==> config.mk <==
export PLATFORM = sky130hd
export DESIGN_NAME = y_signature_capture_flat
export DESIGN_NICKNAME = d
export VERILOG_FILES = /design/src/rtl/y_signature_capture_pkg.sv /design/src/rtl/y_signature_capture_if.sv /design/src/rtl/y_signature_capture_misr_step.sv /design/src/rtl/y_signature_capture.sv /design/src/flat_wrapper.sv
export SDC_FILE = /design/constraint.sdc
export NUM_CORES = 1
export LEC_CHECK = 0
export CAP_MARGIN = 20
export CORE_UTILIZATION = 47
export DETAILED_ROUTE_END_ITERATION = 7
export PLACE_DENSITY_LB_ADDON = 0.12
export REMOVE_ABC_BUFFERS = 1
export SYNTH_ARGS = -nofsm -noshare
export SYNTH_HDL_FRONTEND = slang
export SYNTH_HIERARCHICAL = 1
export SYNTH_SLANG_ARGS = --single-unit
==> constraint.sdc <==
create_clock -name clk -period 1.9 [get_ports clk]
set_input_delay 0.19 -clock clk [delete_from_list [all_inputs] [get_ports clk]]
set_output_delay 0.19 -clock clk [all_outputs]
set_load 0.05 [all_outputs]
==> src/rtl/y_signature_capture_pkg.sv <==
// Shared types, default widths/constants and the y-bus fold used by the
// signature capture block and the differential-compare side.
package sig_capture_pkg;

    localparam int unsigned Y_W   = 47;
    localparam int unsigned SIG_W = 32;
    localparam int unsigned CNT_W = 16;
    localparam logic [SIG_W-1:0] POLY = 32'h04C11DB7;
    localparam logic [SIG_W-1:0] SEED = 32'hFFFFFFFF;

    typedef enum logic [1:0] {
        IDLE = 2'd0,
        RUN  = 2'd1,
        DONE = 2'd2
    } cap_state_t;

    // Upper y bits are XORed onto the low end of the signature word.
    function automatic logic [SIG_W-1:0] fold_y(input logic [Y_W-1:0] y);
        return y[SIG_W-1:0] ^ SIG_W'(y[Y_W-1:SIG_W]);
    endfunction

endpackage

==> src/rtl/y_signature_capture_if.sv <==
// Capture request / result handshake bundle between the y consumer and its
// controller; master drives requests, slave is the capture block.
interface y_signature_capture_if
    import sig_capture_pkg::*;
#(
    parameter int unsigned Y_W   = sig_capture_pkg::Y_W,
    parameter int unsigned SIG_W = sig_capture_pkg::SIG_W,
    parameter int unsigned CNT_W = sig_capture_pkg::CNT_W
);
    logic             start;
    logic [CNT_W-1:0] num_cycles;
    logic [Y_W-1:0]   y_in;
    logic             busy;
    logic             sig_valid;
    logic             sig_ready;
    logic [SIG_W-1:0] sig_out;
    logic [CNT_W-1:0] toggle_cnt;

    modport master (
        output start, num_cycles, y_in, sig_ready,
        input  busy, sig_valid, sig_out, toggle_cnt
    );

    modport slave (
        input  start, num_cycles, y_in, sig_ready,
        output busy, sig_valid, sig_out, toggle_cnt
    );

endinterface

==> src/rtl/y_signature_capture_misr_step.sv <==
// One MISR compaction step: shift left, feed back POLY on MSB, XOR in the
// folded sample. Purely combinational so the compare side can reuse it.
module misr_step
    import sig_capture_pkg::*;
#(
    parameter int unsigned       SIG_W = sig_capture_pkg::SIG_W,
    parameter logic [SIG_W-1:0]  POLY  = sig_capture_pkg::POLY
) (
    input  logic [SIG_W-1:0] sig,
    input  logic [SIG_W-1:0] fold,
    output logic [SIG_W-1:0] sig_next
);

    always_comb begin
        sig_next = {sig[SIG_W-2:0], 1'b0} ^ fold;
        if (sig[SIG_W-1])
            sig_next = sig_next ^ POLY;
    end

endmodule

==> src/rtl/y_signature_capture.sv <==
// Windowed MISR signature and toggle counter over the y result bus, with the
// result offered through a valid/ready handshake.
module y_signature_capture
    import sig_capture_pkg::*;
#(
    parameter int unsigned      Y_W   = sig_capture_pkg::Y_W,
    parameter int unsigned      SIG_W = sig_capture_pkg::SIG_W,
    parameter int unsigned      CNT_W = sig_capture_pkg::CNT_W,
    parameter logic [SIG_W-1:0] POLY  = sig_capture_pkg::POLY,
    parameter logic [SIG_W-1:0] SEED  = sig_capture_pkg::SEED
) (
    input  logic                  clk,
    input  logic                  rst_n,
    y_signature_capture_if.slave  bus
);

    localparam logic [CNT_W-1:0] CNT_ONE = CNT_W'(1);

    cap_state_t       state;
    logic [SIG_W-1:0] sig;
    logic [SIG_W-1:0] sig_next;
    logic [SIG_W-1:0] fold;
    logic [CNT_W-1:0] cnt;
    logic [CNT_W-1:0] toggles;
    logic [Y_W-1:0]   prev;
    logic             busy_q;
    logic             valid_q;

    assign fold = bus.y_in[SIG_W-1:0] ^ SIG_W'(bus.y_in[Y_W-1:SIG_W]);

    misr_step #(
        .SIG_W (SIG_W),
        .POLY  (POLY)
    ) u_misr_step (
        .sig      (sig),
        .fold     (fold),
        .sig_next (sig_next)
    );

    always_ff @(posedge clk) begin
        if (!rst_n) begin
            state   <= IDLE;
            busy_q  <= 1'b0;
            valid_q <= 1'b0;
            sig     <= '0;
            toggles <= '0;
            cnt     <= '0;
            prev    <= '0;
        end else begin
            case (state)
                IDLE: begin
                    if (bus.start) begin
                        sig     <= SEED;
                        cnt     <= bus.num_cycles;
                        prev    <= '0;
                        toggles <= '0;
                        busy_q  <= 1'b1;
                        if (bus.num_cycles != '0) begin
                            state <= RUN;
                        end else begin
                            state   <= DONE;
                            valid_q <= 1'b1;
                        end
                    end
                end
                RUN: begin
                    sig  <= sig_next;
                    prev <= bus.y_in;
                    cnt  <= cnt - CNT_ONE;
                    if (bus.y_in != prev && toggles != '1)
                        toggles <= toggles + CNT_ONE;
                    // cnt==1 here means this edge consumes the final sample.
                    if (cnt == CNT_ONE) begin
                        state   <= DONE;
                        valid_q <= 1'b1;
                    end
                end
                DONE: begin
                    if (bus.sig_ready) begin
                        state   <= IDLE;
                        valid_q <= 1'b0;
                        busy_q  <= 1'b0;
                    end
                end
                default: begin
                    state   <= IDLE;
                    valid_q <= 1'b0;
                    busy_q  <= 1'b0;
                end
            endcase
        end
    end

    assign bus.busy       = busy_q;
    assign bus.sig_valid  = valid_q;
    assign bus.sig_out    = sig;
    assign bus.toggle_cnt = toggles;

endmodule

==> src/flat_wrapper.sv <==
// flat-port wrapper written by rule: the top's interface ports become plain ports
module y_signature_capture_flat import sig_capture_pkg::*;
#(
    parameter int unsigned      Y_W   = sig_capture_pkg::Y_W,
    parameter int unsigned      SIG_W = sig_capture_pkg::SIG_W,
    parameter int unsigned      CNT_W = sig_capture_pkg::CNT_W,
    parameter logic [SIG_W-1:0] POLY  = sig_capture_pkg::POLY,
    parameter logic [SIG_W-1:0] SEED  = sig_capture_pkg::SEED
)
  (clk, rst_n, bus_start, bus_num_cycles, bus_y_in, bus_sig_ready, bus_busy, bus_sig_valid, bus_sig_out, bus_toggle_cnt);
  y_signature_capture_if #(.Y_W(Y_W), .SIG_W(SIG_W), .CNT_W(CNT_W)) bus_i ();
  input  logic clk;
  input  logic rst_n;
  input wire logic [$bits(bus_i.start)-1:0] bus_start;
  input wire logic [$bits(bus_i.num_cycles)-1:0] bus_num_cycles;
  input wire logic [$bits(bus_i.y_in)-1:0] bus_y_in;
  input wire logic [$bits(bus_i.sig_ready)-1:0] bus_sig_ready;
  output wire logic [$bits(bus_i.busy)-1:0] bus_busy;
  output wire logic [$bits(bus_i.sig_valid)-1:0] bus_sig_valid;
  output wire logic [$bits(bus_i.sig_out)-1:0] bus_sig_out;
  output wire logic [$bits(bus_i.toggle_cnt)-1:0] bus_toggle_cnt;
  assign bus_i.start = bus_start;
  assign bus_i.num_cycles = bus_num_cycles;
  assign bus_i.y_in = bus_y_in;
  assign bus_i.sig_ready = bus_sig_ready;
  assign bus_busy = bus_i.busy;
  assign bus_sig_valid = bus_i.sig_valid;
  assign bus_sig_out = bus_i.sig_out;
  assign bus_toggle_cnt = bus_i.toggle_cnt;
  y_signature_capture #(.Y_W(Y_W), .SIG_W(SIG_W), .CNT_W(CNT_W), .POLY(POLY), .SEED(SEED)) u_core (.clk(clk), .rst_n(rst_n), .bus(bus_i));
endmodule
**Yosys cells after proc, flatten, opt, wreduce, memory -nomap -nowiden**

Cells that the tools add are included.

- Bits in registers: 115
- Input port bits: 67
- Output and inout bits: 50
- Logic and storage cells: 54

- Add/subtract/negate cells: 2
- Eq/ne operators: 10
- Multiplexer cells: 22
- Bitwise gates (word level): 4
- Reduce and logical (&&, ||, !) cells: 9

Operators by type and width:

| cell | count |
|---|---|
| $pmux 47 s2 | 1 |
| $pmux 16 s2 | 2 |
| $pmux 32 s2 | 1 |
| $mux 16 | 3 |
| $mux 47 | 1 |
| $ne 47x47->1 | 1 |
| $mux 32 | 1 |
| $xor 32x15->32 | 1 |
| $xor 32x32->32 | 1 |
| $mux 27 | 1 |
| $add 16x1->16 const B | 1 |
| $eq 16x1->1 const B | 1 |
| $ne 16x16->1 const B | 1 |
| $reduce_bool 16->1 | 1 |
| $sub 16x1->16 const B | 1 |
| $not 14->14 | 1 |
| $reduce_and 3->1 | 3 |
| $mux 2 | 4 |
| $ne 2x2->1 const B | 3 |
| $pmux 1 s3 | 2 |
| $pmux 2 s3 | 1 |
| $mux 1 | 5 |
| $ne 2x1->1 const B | 2 |
| $reduce_and 4->1 | 1 |
| 7 further kinds | 7 |

**Longest topological paths before layout**

Gate-level depths: netlist of run 1.

- Depth after elaboration: 5
- Gate-level depth with buffers: 8
- Gate-level depth less buffers: 8

**Modules after synthesis**

The synthesis of run 1 kept the hierarchy.

Modules (own cells, without submodules):

| module | instances | cells each | area each (µm²) | sequential area each (µm²) |
|---|---|---|---|---|
| y_signature_capture | 1 | 573 | 5291.3 | 2302.2 |
| misr_step | 1 | 33 | 501.7 | 0.0 |

**Least setup slack after synthesis of run 1**

OpenSTA, ideal clock, no wires.

- Path type: flip-flop to flip-flop
- Start point: register u_core.toggles[0], in the netlist u_core/bus.toggle_cnt[0]
- End point: register u_core.toggles[14], in the netlist u_core/bus.toggle_cnt[14]
- Library setup time: 0.142 ns
- Data arrival time: 2.116 ns
- Required time: 1.758 ns
- Slack: -0.358 ns
- Stages on the path, launching flop included: 8
- Path buffers: 0
- Clock period less this slack: 2.258 ns
- Cell sequence: dfxtp_1 -> ha_1 -> nand3_1 -> nor2_1 -> nand4_1 -> and2_1 -> o311ai_0 -> o31ai_1

- Cells in the longest elaborated chain, start to end: 4
- Elaborated cells between the ends (all ways): 7
- Those cells by class: add/sub: 1; eq/ne: 2; mux: 2; reduce/logical: 2

RTL lines:

| what | line | RTL |
|---|---|---|
| start: declaration | y_signature_capture.sv:24 | `logic [CNT_W-1:0] toggles;` |
| start signal: assignment | y_signature_capture.sv:71 | `toggles <= toggles + CNT_ONE;` |
| branches (longest 4 deep; another with $add 16x1->16) | - |  |

Several ways; the timed one is not identified. The select of a mux whose other input is x is not followed.
A chain may end at the register's enable or synchronous reset.

**Worst setup path in the final report of run 1**

- Start point: register u_core.prev[31]
- End point: register u_core.toggles[10], in the netlist u_core/bus.toggle_cnt[10]

- Cells in the longest elaborated chain, start to end: 4

RTL lines:

| what | line | RTL |
|---|---|---|
| start: declaration | y_signature_capture.sv:25 | `logic [Y_W-1:0] prev;` |
| start signal: assignment | y_signature_capture.sv:68 | `prev <= bus.y_in;` |
| $ne 47x47->1 | y_signature_capture.sv:70 | `if (bus.y_in != prev && toggles != '1)` |
| $logic_and 1x1->1 | y_signature_capture.sv:70 |  |
| $ne 2x1->1 (no line) | - |  |
| $reduce_and 3->1 (no line) | - |  |

Every way passes these cells.

==> metrics.yaml, run 1 <==
fin_area_sq_mm: 0.00871
final_util_pct: 72.5
synth_top_area_cell: "dfxtp_1"
fill_cells: 878
rsz0062_at_grt: "yes"
dieArea_sq_mm: 0.0128
highest_layer: "met4"
hold_class: "primary input to register"
power.density_mw_per_mm2: 1040
wl_met3_um: 958
wl_per_cell_um: 18.2
cp-start-kind: "register"
maxCapViolations: 0
finalSetupTns_ns: -2.58
fin_nets: 873
yosys.area.top_type_share_pct: 39.7
leakage_nw: 3.69
required_ns: 2.17
h-tree-depth: 4
crit_family: "simple AND/OR/NAND/NOR gates"
maxSlewHeadroom_pct: 61.8
place_area_sq_mm: 0.00778
io_pins: 117
antenna_cells: 0
worstPathArrival_ns: 2.35
antenna_found_initial: 0
reg2reg_slack_ns: -0.18
dr_wl_met2_mm: 8.82
drt_iter0_drc: 377
cts_buffers: 17
clkTransAtPathRegs_ns: 0.05
reg2reg_from: "u_core/prev[31]"
crit_chain: "xor2_2 -> nor4_4 -> buf_4 -> nand4_1 -> nor3_4 -> a311o_1 -> buf_6 -> o31ai_1"
critPathCaptureType: "register"
dr.pass1.iters: 5
grt_max_degree: 61
min_to: "u_core/bus.toggle_cnt[15]"
slowest_delay_ns: 0.33
wl_mm: 17.5
violations: "setup timing"
async_flop_share_pct: 0
crit_buf_inv: 2
synthTopCellsByArea: "dfxtp_1 (40%), xor2_1 (12%), o221a_2 (6.4%)"
tritoncts: "yes"
clockBufferDepth: 2
fin_crit_sh_pct: 110
finalPower_mw: 9.10
clkSinkCount: 115
dpl.cell_count: 926
drive_gt1_share_pct: 26.3
syn_area_sq_mm: 0.00579
status: "finished, violations left"
postCtsHoldBufs: 0
cp_max_fo: 6
avgSynthCellArea_sq_um: 9.56
crit_slowest_cell: "dfxtp_2"
dp_hpwl_mm: 11.4
place_congestion: 0.855
clk-insertion-delay-late_ns: 0.41
synth_flop_cell: "dfxtp_1"
place.port_buffers: 116
ys_seq_area_share_pct: 39.7
synth_seq_cells: 115
yosys_warnings: 6
initial_core_util_pct: 48.2
overflow: 0
setup_slack_ns: -0.181
avgViaCountPerCell: 5.86
synth_cells: 606
drt-met1-wl_mm: 7.49
peakVddDrop_mv: 0.572
syn2layout_area_growth_pct: 50.3
grt.total_usage_pct: 27.8
detail-route-antenna-nets: 0
grt_pass1_vias: 5772
hold_viol: 0
synth_edf_count: 0
hold_start: "rst_n"
setup_viol: 20
min_period_ns: 2.08
vias: 5641
row_count: 40
r2r-end: "u_core/bus.toggle_cnt[10]"
die_w_um: 113
synth.distinct_cells: 54
drc_errors: 0
coreArea_sq_mm: 0.0120
grt_pass1_wl_mm: 28.0
dieHeight_um: 113
fin_skew_ns: 0.00698
fmax_mhz: 481
rr_worst_depth: 8
fin_cells: 963
critPathKind: "register to register"
whs_path_depth: 3
worst_pin_slew_ns: 0.572
root_buffer: "clkbuf_16"
drv_slew: 0
## tightest hold or removal path: stages
cell	delay, ns
buf_2	0.12
nand2_1	0.13
o21ai_1	0.09
## registers in the layout (all words and copies together) (netlist names)
| signal | flops |
|---|---|
| u_core/bus.sig_valid | 1 |
| u_core/bus.busy | 1 |
| u_core/cnt | 16 |
| u_core/bus.sig_out | 32 |
| u_core/prev | 47 |
| u_core/state | 2 |
| u_core/bus.toggle_cnt | 16 |
## routing by layer
| layer | GRT usage [%] | vias up |
|---|---|---|
| met3 | 5.89 | 20 |
| met5 | 0 | - |
| met1 | 34.2 | 2732 |
| met2 | 48.6 | 216 |
| met4 | 9.04 | 0 |
| li1 | - | 2673 |
## layout make-up
| cell class | count | area (sq um) | share of cell area [%] |
|---|---|---|---|
| Tap cell | 147 | 184 | 2.11 |
| Sequential cell | 115 | 2310 | 26.5 |
| Clock inverter | 8 | 148 | 1.70 |
| Inverter | 9 | 33.8 | 0.388 |
| Multi-Input combinational cell | 439 | 3520 | 40.4 |
| Timing Repair Buffer | 221 | 2020 | 23.2 |
| Clock buffer | 24 | 492 | 5.65 |
## per-stage QoR
stage | hold slack (ns) | setup WS [ns]
after floorplan | 0.319 | -2.19
after global placement | 0.455 | -0.687
after detailed placement | 0.478 | -0.668
after CTS | 0.162 | -0.129
after global routing | 0.184 | -0.281
final | 0.177 | -0.181
## placed cells by master (no fill, tap or decap), types with 8 or more instances in the layout
cell type / n
a22oi_1: 48
dfxtp_1: 108
o221a_2: 33
xor3_1: 9
xor2_1: 79
o21ai_0: 13
a211oi_1: 8
buf_6: 8
nand4_1: 10
a21oi_1: 11
nor4_1: 13
buf_4: 95
o311ai_0: 9
clkdlybuf4s50_1: 104
nor2_1: 64
nand2_1: 25
clkbuf_16: 17
o31ai_1: 8
## logic make-up (layout without fill, tap and decap cells)
kind of cell | after synthesis | after routing | share of synthesized area [%]
fa+ha+maj | 3 | 3 | 0.648
flops | 115 | 115 | 39.7
mux | 2 | 2 | 0.346
buf+inv | 52 | 262 | 3.52
xor+xnor | 98 | 98 | 18.4
simple gates | 166 | 166 | 14.0
compound gates | 170 | 170 | 23.3
## cells in the mapped netlist, drive strengths merged, types with 9 or more instances
cell and number:
a21oi 14, a22oi 48, clkbuf 39, dfxtp 115
nand2 26, nand4 10, nor2 68, nor3 12
nor4 20, o21ai 22, o221a 33, o311ai 9
xor2 81, xor3 13
## report_power, final
| group | switching [mW] | internal [mW] |
|---|---|---|
| combinational | 1.48 | 1.27 |
| clock | 1.11 | 2.33 |
| sequential | 0.238 | 2.68 |
| total | 2.83 | 6.27 |
## worst max path at each step
stage / from / to / slack, ns / depth (start not counted)
after global placement: bus_y_in[31] / u_core/bus.toggle_cnt[11] / -0.69 / 9
after CTS: u_core/prev[22] / u_core/bus.toggle_cnt[10] / -0.13 / 8
after floorplan: u_core/state[0] / u_core/bus.toggle_cnt[13] / -2.19 / 6
after global routing: u_core/prev[37] / u_core/bus.toggle_cnt[10] / -0.28 / 8
after detailed placement: bus_y_in[31] / u_core/bus.toggle_cnt[12] / -0.67 / 9
final: u_core/prev[31] / u_core/bus.toggle_cnt[10] / -0.18 / 8
## repair_timing
action                                  in CTS  in global routing
pin swaps                                   13                 15
resized for setup                           27                 41
hold endpoints to repair                     0                  0
buffers inserted                             2                  3
endpoints found under the setup margin      26                 34
gates cloned                                 0                  0
No activity file was read; power rests on OpenSTA's default activity.
==> inputs of run 2 (changes only) <==
CAP_MARGIN = default   (was 20)
==> results of run 2 <==
Same layout as run 1: the final DEF is identical, and so are final timing and power.
==> inputs of run 3 (changes only) <==
CORE_ASPECT_RATIO = 0.8   (was default)
==> metrics.yaml, run 3 (synthesized netlist as in run 1, its figures left out) <==
status: "finished, violations left"
violations: "setup timing"
rsz0062_at_grt: "yes"
regMostFlops: "u_core/prev"
fin_nets: 857  # -1.8%
antenna_found_initial: 0  # unchanged
crit_slowest_cell: "nor4_2"
power.switching_mw: 2.79  # -1.4%
clkSinkCount: 115  # unchanged
cp_num_cells: 9  # +1
grt_max_degree: 65  # +6.6%
p_comb_share_pct: 29.0  # -1.2 points
maxCapViolations: 0  # unchanged
postCtsHoldBufs: 0  # unchanged
h-tree-depth: 4  # unchanged
io_pins: 117  # unchanged
crit_buf_inv: 3  # +1
wl_mm: 17.4  # -0.35%
worstPathArrival_ns: 2.44  # +0.09 ns
antenna_cells: 0  # unchanged
leakage_nw: 3.66  # -0.99%
critPathCaptureType: "register"
clk-insertion-delay-late_ns: 0.41  # about the same
min_to: "u_core/cnt[3]"
critPathKind: "register to register"
wl_per_cell_um: 18.4  # +1.2%
cp-start-kind: "register"
fin_skew_ns: 0.00504  # -0.00194 ns
peakVddDrop_mv: 0.726  # +27%
detail-route-antenna-nets: 0  # unchanged
grt_pass1_wl_mm: 27.7  # -1.0%
post_cts_buffers: 0  # -2
mostFrequentLayoutCells: "dfxtp_1 (110), clkdlybuf4s50_1 (101), buf_4 (86)"
internal_power_mw: 6.34  # +1.0%
vias: 5580  # -1.1%
cts_buffers: 17  # unchanged
finalPower_mw: 9.12  # +0.26%
place.port_buffers: 116  # unchanged
syn2layout_area_growth_pct: 47.5
r2r-end: "u_core/bus.toggle_cnt[0]"
dr.pass1.iters: 6  # +1
path_common_cell: "buf_4"
grt_pass1_vias: 5578  # -3.4%
seqPwrFrac_pct: 31.9  # about the same
required_ns: 2.23  # +0.06 ns
overflow: 0  # unchanged
place_congestion: 0.886  # +3.7%
setup_viol: 18  # -10%
whs_path_depth: 3  # unchanged
clockBufferDepth: 2  # unchanged
reg2reg_slack_ns: -0.21  # -0.03 ns
rr_worst_depth: 9  # +1
dieArea_sq_mm: 0.0128  # about the same
finalSetupTns_ns: -2.95  # -0.368 ns
reg2reg_from: "u_core/prev[31]"
largest_reg_flops: 47  # unchanged
fmax_mhz: 474  # -1.4%
crit_chain: "xor2_1 -> nor4_2 -> buf_4 -> nand4_1 -> buf_4 -> nor4_4 -> buf_4 -> nor2_4 -> o22ai_1"
setup_slack_ns: -0.211  # -0.0304 ns
tritoncts: "yes"
die_w_um: 126  # +12%
netSwitchingFraction_pct: 30.5  # -0.52 points
slowest_delay_ns: 0.37  # +0.04 ns
grt.total_usage_pct: 27.6  # -0.18 points
hold_class: "primary input to register"
dieHeight_um: 101  # -10%
avgViaCountPerCell: 5.89  # +0.48%
drt_iter0_drc: 408  # +8.2%
drv_slew: 0  # unchanged
crit_family: "simple AND/OR/NAND/NOR gates"
min_period_ns: 2.11  # +0.0304 ns
row_count: 35  # -13%
cp_max_fo: 4  # -2
hold_start: "rst_n"
dp_hpwl_mm: 11.6  # +1.9%
clkTransAtPathRegs_ns: 0.05  # about the same
hold_viol: 0  # unchanged
layout_commonest_cell: "dfxtp_1"
drc_errors: 0  # unchanged
drive_gt1_share_pct: 24.4  # -2.0 points
power_frac_clock_pct: 39.1  # +1.3 points
coreArea_sq_mm: 0.0118  # -1.9%
power.density_mw_per_mm2: 1070  # +2.2%
root_buffer: "clkbuf_16"
worst_pin_slew_ns: 0.535  # -0.0368 ns
maxSlewHeadroom_pct: 64.2  # +2.5 points
crit_start: "u_core/prev[31]"
fin_crit_sh_pct: 111  # +1.6 points
initial_core_util_pct: 49.2  # +0.95 points
## run 3: cell count changes in the layout (fill, tap and decap cells not counted), sizes merged
cell / previous run / this run
bufinv: 4 / 5
clkdlybuf4s50: 104 / 101
dlygate4sd2: 3 / 2
clkinv: 3 / 6
buf: 107 / 92
dlymetal6s2s: 7 / 10
clkbuf: 24 / 23
clkinvlp: 3 / 0
## run 3: final cells by class
class / count / area (sq um)
timing repair buffer: 205 / 1890
sequential: 115 / 2310
fill: 877 / 3240
clock buffer: 23 / 488
tap: 148 / 185
inverter: 9 / 33.8
multi-input combinational: 439 / 3470
clock inverter: 9 / 174
## run 3: metrics by stage
step | worst slack (ns) | utilization (%) | hold WS, ns | cell area (sq um) | instances
finish | -0.211 | 72.5 | 0.136 | 8540 | 948
CTS | -0.179 | 71.6 | 0.122 | 8440 | 948
detailed placement | -0.670 | 65.3 | 0.471 | 7690 | 916
floorplan | -2.19 | - | 0.319 | 5620 | 563
global route | -0.293 | 72.5 | 0.155 | 8540 | 948
global placement | -0.711 | 65.3 | 0.455 | 7690 | 916
## run 3: tightest hold or removal path, delay by kind of cell
kind / cells / cell delay (ns)
AO/OA/AOI/OAI: 2 / 0.13
buffers and inverters: 1 / 0.17
## run 3: repair_timing
item                                    in CTS  in global routing
pin swaps                                   13                  8
gates cloned                                 0                  0
endpoints found under the setup margin      22                 67
resized for setup                           20                 30
## run 3: layer usage
layer,track usage (%),up-vias,part of all wire [%]
li1,-,2633,-
met1,34.9,2736,44
met2,47.1,192,49
met3,6.18,19,5.8
met4,9.45,0,1.4
met5,0,-,0
## run 3: worst max-delay path by stage
stage	end	slack (ns)
global route	u_core/bus.toggle_cnt[1]	-0.29
detailed placement	u_core/bus.toggle_cnt[1]	-0.67
global placement	u_core/bus.toggle_cnt[1]	-0.71
CTS	u_core/bus.toggle_cnt[1]	-0.18
finish	u_core/bus.toggle_cnt[0]	-0.21
floorplan	u_core/bus.toggle_cnt[13]	-2.19
## run 3: power groups by stage
stage          registers (mW)  logic [mW]  clock network (mW)
2_1_floorplan            3.35        1.09                   0
3_3_place_gp             2.93        2.48                   0
3_5_place_dp             2.94        2.54                   0
4_1_cts                  2.90        2.58                3.60
5_1_grt                  2.94        2.81                3.74
6_report                 2.91        2.65                3.57
